File: config.mk
export PLATFORM = sky130hd
export DESIGN_NAME = hazard_scoreboard_flat
export DESIGN_NICKNAME = d
export VERILOG_FILES = /design/src/rtl/hazard_scoreboard_if.sv /design/src/rtl/hazard_scoreboard.sv /design/src/flat_wrapper.sv
export SDC_FILE = /design/constraint.sdc
export NUM_CORES = 1
export LEC_CHECK = 0
export CAP_MARGIN = 40
export CORE_MARGIN = 3
export CORE_UTILIZATION = 55
export CTS_CLUSTER_DIAMETER = 100
export DETAILED_ROUTE_END_ITERATION = 7
export PLACE_DENSITY = 0.77
export SLEW_MARGIN = 10
export SYNTH_ARGS = -nofsm -noshare
export SYNTH_HDL_FRONTEND = slang
export SYNTH_SLANG_ARGS = --single-unit
File: constraint.sdc
create_clock -name clk -period 5.3 [get_ports clk]
set_input_delay 1.59 -clock clk [delete_from_list [all_inputs] [get_ports clk]]
set_output_delay 1.59 -clock clk [all_outputs]
set_load 0.005 [all_outputs]
File: src/rtl/hazard_scoreboard_if.sv
// rtl/hazard_scoreboard_if.sv - decode issue port and stall feedback between decode and the hazard scoreboard
interface hazard_scoreboard_if #(
  parameter int NREGS = 32,
  parameter int CNT_W = 16
);
  localparam int RW = $clog2(NREGS);

  logic              issue_valid;
  logic [RW-1:0]     issue_rs1;
  logic [RW-1:0]     issue_rs2;
  logic              issue_use_rs1;
  logic              issue_use_rs2;
  logic [RW-1:0]     issue_rd;
  logic              issue_load;
  logic              issue_store;
  logic [31:0]       issue_addr;
  logic              flush;
  logic              stall;
  logic [1:0]        stall_reason;
  logic [CNT_W-1:0]  stall_cnt;

  modport master (
    output issue_valid, issue_rs1, issue_rs2, issue_use_rs1, issue_use_rs2,
           issue_rd, issue_load, issue_store, issue_addr, flush,
    input  stall, stall_reason, stall_cnt
  );

  modport slave (
    input  issue_valid, issue_rs1, issue_rs2, issue_use_rs1, issue_use_rs2,
           issue_rd, issue_load, issue_store, issue_addr, flush,
    output stall, stall_reason, stall_cnt
  );
endinterface

File: src/rtl/hazard_scoreboard.sv
// rtl/hazard_scoreboard.sv - load-use register scoreboard plus pending-store queue; stalls decode on hazards
module hazard_scoreboard #(
  parameter int NREGS      = 32,
  parameter int LOAD_LAT   = 3,
  parameter int SQ_DEPTH   = 4,
  parameter int STORE_LAT  = 2,
  parameter int MEM_HAZ_EN = 1,
  parameter int CNT_W      = 16
) (
  input  logic                clk,
  input  logic                rst_n,
  hazard_scoreboard_if.slave  bus
);
  localparam int RW = $clog2(NREGS);
  localparam int IW = (SQ_DEPTH > 1) ? $clog2(SQ_DEPTH) : 1;

  logic [3:0]          busyCnt [1:NREGS-1];
  logic [NREGS-1:0]    regBusy;
  logic [SQ_DEPTH-1:0] sqValid;
  logic [29:0]         sqAddr [SQ_DEPTH];
  logic [3:0]          sqCnt  [SQ_DEPTH];
  logic [CNT_W-1:0]    stallCnt;

  logic          regHaz;
  logic          memHaz;
  logic          fullHaz;
  logic          addrHit;
  logic          stallNow;
  logic [1:0]    reasonNow;
  logic          accept;
  logic [IW-1:0] freeIdx;

  // x0 stays permanently not-busy so a zero source never stalls
  always_comb begin
    regBusy = '0;
    for (int i = 1; i < NREGS; i++) begin
      regBusy[i] = (busyCnt[i] != 4'd0);
    end
  end

  always_comb begin
    addrHit = 1'b0;
    for (int i = 0; i < SQ_DEPTH; i++) begin
      if (sqValid[i] && (sqAddr[i] == bus.issue_addr[31:2])) begin
        addrHit = 1'b1;
      end
    end
  end

  always_comb begin
    freeIdx = '0;
    for (int i = SQ_DEPTH - 1; i >= 0; i--) begin
      if (!sqValid[i]) begin
        freeIdx = IW'(i);
      end
    end
  end

  always_comb begin
    regHaz  = bus.issue_valid &&
              ((bus.issue_use_rs1 && regBusy[bus.issue_rs1]) ||
               (bus.issue_use_rs2 && regBusy[bus.issue_rs2]));
    memHaz  = (MEM_HAZ_EN != 0) && bus.issue_valid && bus.issue_load && addrHit;
    // an entry retiring this cycle is still counted as occupied
    fullHaz = bus.issue_valid && bus.issue_store && (&sqValid);
    stallNow = regHaz || memHaz || fullHaz;
    if (regHaz) begin
      reasonNow = 2'b01;
    end else if (memHaz) begin
      reasonNow = 2'b10;
    end else if (fullHaz) begin
      reasonNow = 2'b11;
    end else begin
      reasonNow = 2'b00;
    end
    accept = bus.issue_valid && !stallNow && !bus.flush;
  end

  assign bus.stall        = stallNow;
  assign bus.stall_reason = reasonNow;
  assign bus.stall_cnt    = stallCnt;

  always_ff @(posedge clk or negedge rst_n) begin
    if (!rst_n) begin
      for (int i = 1; i < NREGS; i++) begin
        busyCnt[i] <= 4'd0;
      end
    end else if (bus.flush) begin
      for (int i = 1; i < NREGS; i++) begin
        busyCnt[i] <= 4'd0;
      end
    end else begin
      for (int i = 1; i < NREGS; i++) begin
        if (accept && bus.issue_load && (bus.issue_rd == RW'(i))) begin
          busyCnt[i] <= 4'(LOAD_LAT);
        end else if (busyCnt[i] != 4'd0) begin
          busyCnt[i] <= busyCnt[i] - 4'd1;
        end
      end
    end
  end

  always_ff @(posedge clk or negedge rst_n) begin
    if (!rst_n) begin
      sqValid <= '0;
      for (int i = 0; i < SQ_DEPTH; i++) begin
        sqAddr[i] <= '0;
        sqCnt[i]  <= 4'd0;
      end
    end else if (bus.flush) begin
      sqValid <= '0;
    end else begin
      for (int i = 0; i < SQ_DEPTH; i++) begin
        if (sqValid[i]) begin
          sqCnt[i] <= sqCnt[i] - 4'd1;
          if (sqCnt[i] == 4'd1) begin
            sqValid[i] <= 1'b0;
          end
        end else if (accept && bus.issue_store && (freeIdx == IW'(i))) begin
          sqValid[i] <= 1'b1;
          sqAddr[i]  <= bus.issue_addr[31:2];
          sqCnt[i]   <= 4'(STORE_LAT);
        end
      end
    end
  end

  // flush deliberately leaves the performance counter alone
  always_ff @(posedge clk or negedge rst_n) begin
    if (!rst_n) begin
      stallCnt <= '0;
    end else if (stallNow && (stallCnt != {CNT_W{1'b1}})) begin
      stallCnt <= stallCnt + 1'b1;
    end
  end
endmodule

File: src/flat_wrapper.sv
// flat-port wrapper written by rule: the top's interface ports become plain ports
module hazard_scoreboard_flat 
#(
  parameter int NREGS      = 32,
  parameter int LOAD_LAT   = 3,
  parameter int SQ_DEPTH   = 4,
  parameter int STORE_LAT  = 2,
  parameter int MEM_HAZ_EN = 1,
  parameter int CNT_W      = 16
)
  (clk, rst_n, bus_issue_valid, bus_issue_rs1, bus_issue_rs2, bus_issue_use_rs1, bus_issue_use_rs2, bus_issue_rd, bus_issue_load, bus_issue_store, bus_issue_addr, bus_flush, bus_stall, bus_stall_reason, bus_stall_cnt);
  hazard_scoreboard_if #(.NREGS(NREGS), .CNT_W(CNT_W)) bus_i ();
  input  logic clk;
  input  logic rst_n;
  input wire logic [$bits(bus_i.issue_valid)-1:0] bus_issue_valid;
  input wire logic [$bits(bus_i.issue_rs1)-1:0] bus_issue_rs1;
  input wire logic [$bits(bus_i.issue_rs2)-1:0] bus_issue_rs2;
  input wire logic [$bits(bus_i.issue_use_rs1)-1:0] bus_issue_use_rs1;
  input wire logic [$bits(bus_i.issue_use_rs2)-1:0] bus_issue_use_rs2;
  input wire logic [$bits(bus_i.issue_rd)-1:0] bus_issue_rd;
  input wire logic [$bits(bus_i.issue_load)-1:0] bus_issue_load;
  input wire logic [$bits(bus_i.issue_store)-1:0] bus_issue_store;
  input wire logic [$bits(bus_i.issue_addr)-1:0] bus_issue_addr;
  input wire logic [$bits(bus_i.flush)-1:0] bus_flush;
  output wire logic [$bits(bus_i.stall)-1:0] bus_stall;
  output wire logic [$bits(bus_i.stall_reason)-1:0] bus_stall_reason;
  output wire logic [$bits(bus_i.stall_cnt)-1:0] bus_stall_cnt;
  assign bus_i.issue_valid = bus_issue_valid;
  assign bus_i.issue_rs1 = bus_issue_rs1;
  assign bus_i.issue_rs2 = bus_issue_rs2;
  assign bus_i.issue_use_rs1 = bus_issue_use_rs1;
  assign bus_i.issue_use_rs2 = bus_issue_use_rs2;
  assign bus_i.issue_rd = bus_issue_rd;
  assign bus_i.issue_load = bus_issue_load;
  assign bus_i.issue_store = bus_issue_store;
  assign bus_i.issue_addr = bus_issue_addr;
  assign bus_i.flush = bus_flush;
  assign bus_stall = bus_i.stall;
  assign bus_stall_reason = bus_i.stall_reason;
  assign bus_stall_cnt = bus_i.stall_cnt;
  hazard_scoreboard #(.NREGS(NREGS), .LOAD_LAT(LOAD_LAT), .SQ_DEPTH(SQ_DEPTH), .STORE_LAT(STORE_LAT), .MEM_HAZ_EN(MEM_HAZ_EN), .CNT_W(CNT_W)) u_core (.clk(clk), .rst_n(rst_n), .bus(bus_i));
endmodule
==> metrics <==
synthesis warning total 0; worst-skew pair later-pin latency 0.58 ns; #FFs+latches synth 280; CTS root buf clkbuf_16; final core occ 71.19%; fin crit share 101.3%; Distinct cells, synth 68; setup violators final 2; Yosys top cell by area dfrtp_1; Power Total 9822 µW; Setup CP Type input pin to primary output; minimum clock period 5.371 ns; first-pass GRT wire length 65,580 µm; top_reg_cell synth dfrtp_1; Initial Util 56.27%; crit path DAT 3.78 ns; dominant cell by count in the synthesized netlist dfrtp_1; H-tree depth 1; worst path required time 3.71 ns; startpoint types input pin; Die X 175.5 µm; final antenna-violating net count 0; Top Family by Delay on Critical Path simple AND/OR/NAND/NOR gates; Post-route DRC 0; violated checks setup timing; Sink Count 280; Max Cap Viol 0; top cells by count, synth dfrtp_1 (280), xnor2_1 (189), mux2_2 (88); CTS tree yes; Post-Synthesis Cells 1,504; Async SR Flop Fraction 100.0%; Total GRT Usage 26.19%; clk slew on worst S/H paths 0.06 ns; Final GP Congestion 0.9514; clock buffer count from CTS 30; hpwl dp 27,720 µm; status complete, but fails checks; vias in the first global route 12,670; number of iterations in the first detailed-routing pass 6; layout cells sized above 1 25.70%; vias per cell 6.036; mean area per synthesized cell 10.51 µm²; initial antenna violation count 0; IO Count 74; Critical Path End Type primary output; register area share after synthesis 44.33%; synth top area cells dfrtp_1 (44%), xnor2_1 (10%), mux2_2 (6.3%), ha_1 (5.6%), nor3_1 (2.7%); fin worst setup slack -0.07117 ns; Buf/Inv on CP 3; CTS Hold Buffers Added 0; Yosys top cell area share 44.33%; clk buf depth 3; final hold vios 0; die height 175.5 µm; vias 12,690; worst hold path type register to register; Final #Nets 1,827; Worst path slowest cell nor4_4; worst path cell trace dlygate4sd2_1, buf_4, xnor2_1, nand4_1, nor4_4, a22oi_2, a21o_1, a21oi_2, clkbuf_2; Static Leak 0.009143 µW; PwrDens 491.2 nW/µm²; Fillers 1,897; 1st-iter DRT viols 1,194; Area growth syn-to-layout 26.50%; largest net degree at the start of global routing 106; Core ar. 28,090 µm²; Cell Area, Synth 15,810 µm²; worst-margin pin slew 0.8636 ns; grt ovf 0; final setup TNS -0.09223 ns; diodes inserted 0; fmax 186.2 MHz; Worst VDD drop 322.5 µV; per-cell routed wire length 20.21 µm; Relative slew margins 42.42%; Slew Viols, Final 0; std cell rows 61; drt total wl 42,490 µm; Die Footprint 30,810 µm²; Clock Skew 0.02986 ns; crit-path max FO 6; max incr delay on CP 0.42 ns; Synthesized Nets 1,630; Post-synth EDFFs 0; I/O Buffers 71
cell families after synthesis:
group / after synthesis / synth area share [%]
adders and majority gates: 71 / 5.621
xor gates and xnor gates: 204 / 11.30
buffers and inverters: 171 / 4.259
AOI/OAI and AO/OA: 207 / 8.874
and+or+nand+nor: 439 / 15.81
DFF: 280 / 44.33
muxes: 132 / 9.801
routing by layer:
metal	share of wire, %	global-route usage, %
met5	0	0
met3	5.8	3.653
met1	41	34.03
met4	3.3	8.479
met2	49	45.53
power by group:
part | internal [µW] | leakage (µW) | switching (µW)
Sequential | 2770 | 0.00370 | 555
Combinational | 2180 | 0.00495 | 2160
Clock | 1280 | 0.000496 | 878
Total | 6230 | 0.00914 | 3590
cell type report:
type                       count  area [µm²]  share of cell area [%]
multi-input combinational   1053        8982                   44.92
sequential                   280        7007                   35.04
timing repair buffer         258        2227                   11.14
clock buffer                  50       925.9                   4.631
tap                          378       473.0                   2.365
inverter                      78       292.8                   1.464
clock inverter                 5       86.33                  0.4318
sequential cells by signal, indices dropped and copies added, names as in the netlist:
| signal | flops |
|---|---|
| u_core.bus.stall_cnt | 16 |
| u_core.busyCnt | 124 |
| u_core.sqAddr | 120 |
| u_core.sqCnt | 16 |
| u_core.sqValid | 4 |
per-stage QoR:
| stage | hold WS (ns) | setup slack [ns] | std cells | area (µm²) |
|---|---|---|---|---|
| 5_1_grt | 0.5184 | -0.08620 | 2102 | 19990 |
| 2_1_floorplan | 0.4795 | 0.004425 | 1504 | 15810 |
| 4_1_cts | 0.4940 | 0.0001903 | 2097 | 19740 |
| 6_report | 0.4870 | -0.07117 | 2102 | 19990 |
| 3_5_place_dp | 0.4819 | -0.6325 | 2035 | 17990 |
| 3_3_place_gp | 0.4807 | -0.6406 | 2035 | 17990 |
worst register-to-register path, cell delays in order, from the launching register on:
cell and delay, ns:
dfrtp_1 0.38, inv_1 0.11, ha_1 0.18, or3b_1 0.50, mux4_2 0.51, nand4b_1 0.16
o21ai_4 0.09, nor4_4 0.26, buf_4 0.19, buf_4 0.12, buf_4 0.10, nand4_1 0.10
or4_1 0.55, buf_12 0.21, mux2_1 0.40
cell usage in the layout, fill, tap and decap left out, types with 10 or more instances in the layout:
cell type / count
dfrtp_1: 280
buf_4: 163
xnor2_1: 123
mux2_2: 88
nor3_1: 85
inv_1: 74
ha_1: 71
nand4_1: 58
nand2_1: 55
xnor2_2: 55
a21oi_1: 55
nor2_1: 49
a21o_1: 49
or3_1: 35
clkdlybuf4s50_1: 35
mux2_1: 34
clkbuf_16: 30
nand3_1: 28
dlygate4sd2_1: 24
nor3b_1: 23
o21ai_0: 23
nor4_1: 22
buf_6: 20
xor2_1: 15
o2111ai_1: 14
nor4_2: 13
or3b_1: 12
xnor2_4: 11
clkbuf_8: 10
clkbuf_1: 10
path summary, 6_finish.rpt:
kind	slack, ns	cells after the start	startpoint	to
worst min-delay path	0.49	1	u_core.bus.stall_cnt[12]$_DFFE_PN0P_	u_core.bus.stall_cnt[12]$_DFFE_PN0P_
worst max register to register	1.31	14	u_core.busyCnt[72]$_DFFE_PN0P_	u_core.sqAddr[69]$_DFFE_PN0P_
worst min register to register	0.49	1	u_core.bus.stall_cnt[12]$_DFFE_PN0P_	u_core.bus.stall_cnt[12]$_DFFE_PN0P_
min in group asynchronous	1.04	1	rst_n	u_core.busyCnt[78]$_DFFE_PN0P_
worst max-delay path	-0.07	9	bus_issue_addr[20]	bus_stall_reason[1]
max in group asynchronous	3.24	2	rst_n	u_core.busyCnt[26]$_DFFE_PN0P_
what timing repair did:
item / 4_1_cts / 5_1_grt
setup endpoints to repair: 3 / 3
buffers inserted: 7 / 5
resized for setup: 144 / 39
pin swaps: 28 / 16
Note: power is estimated with default switching activity, not from simulation.
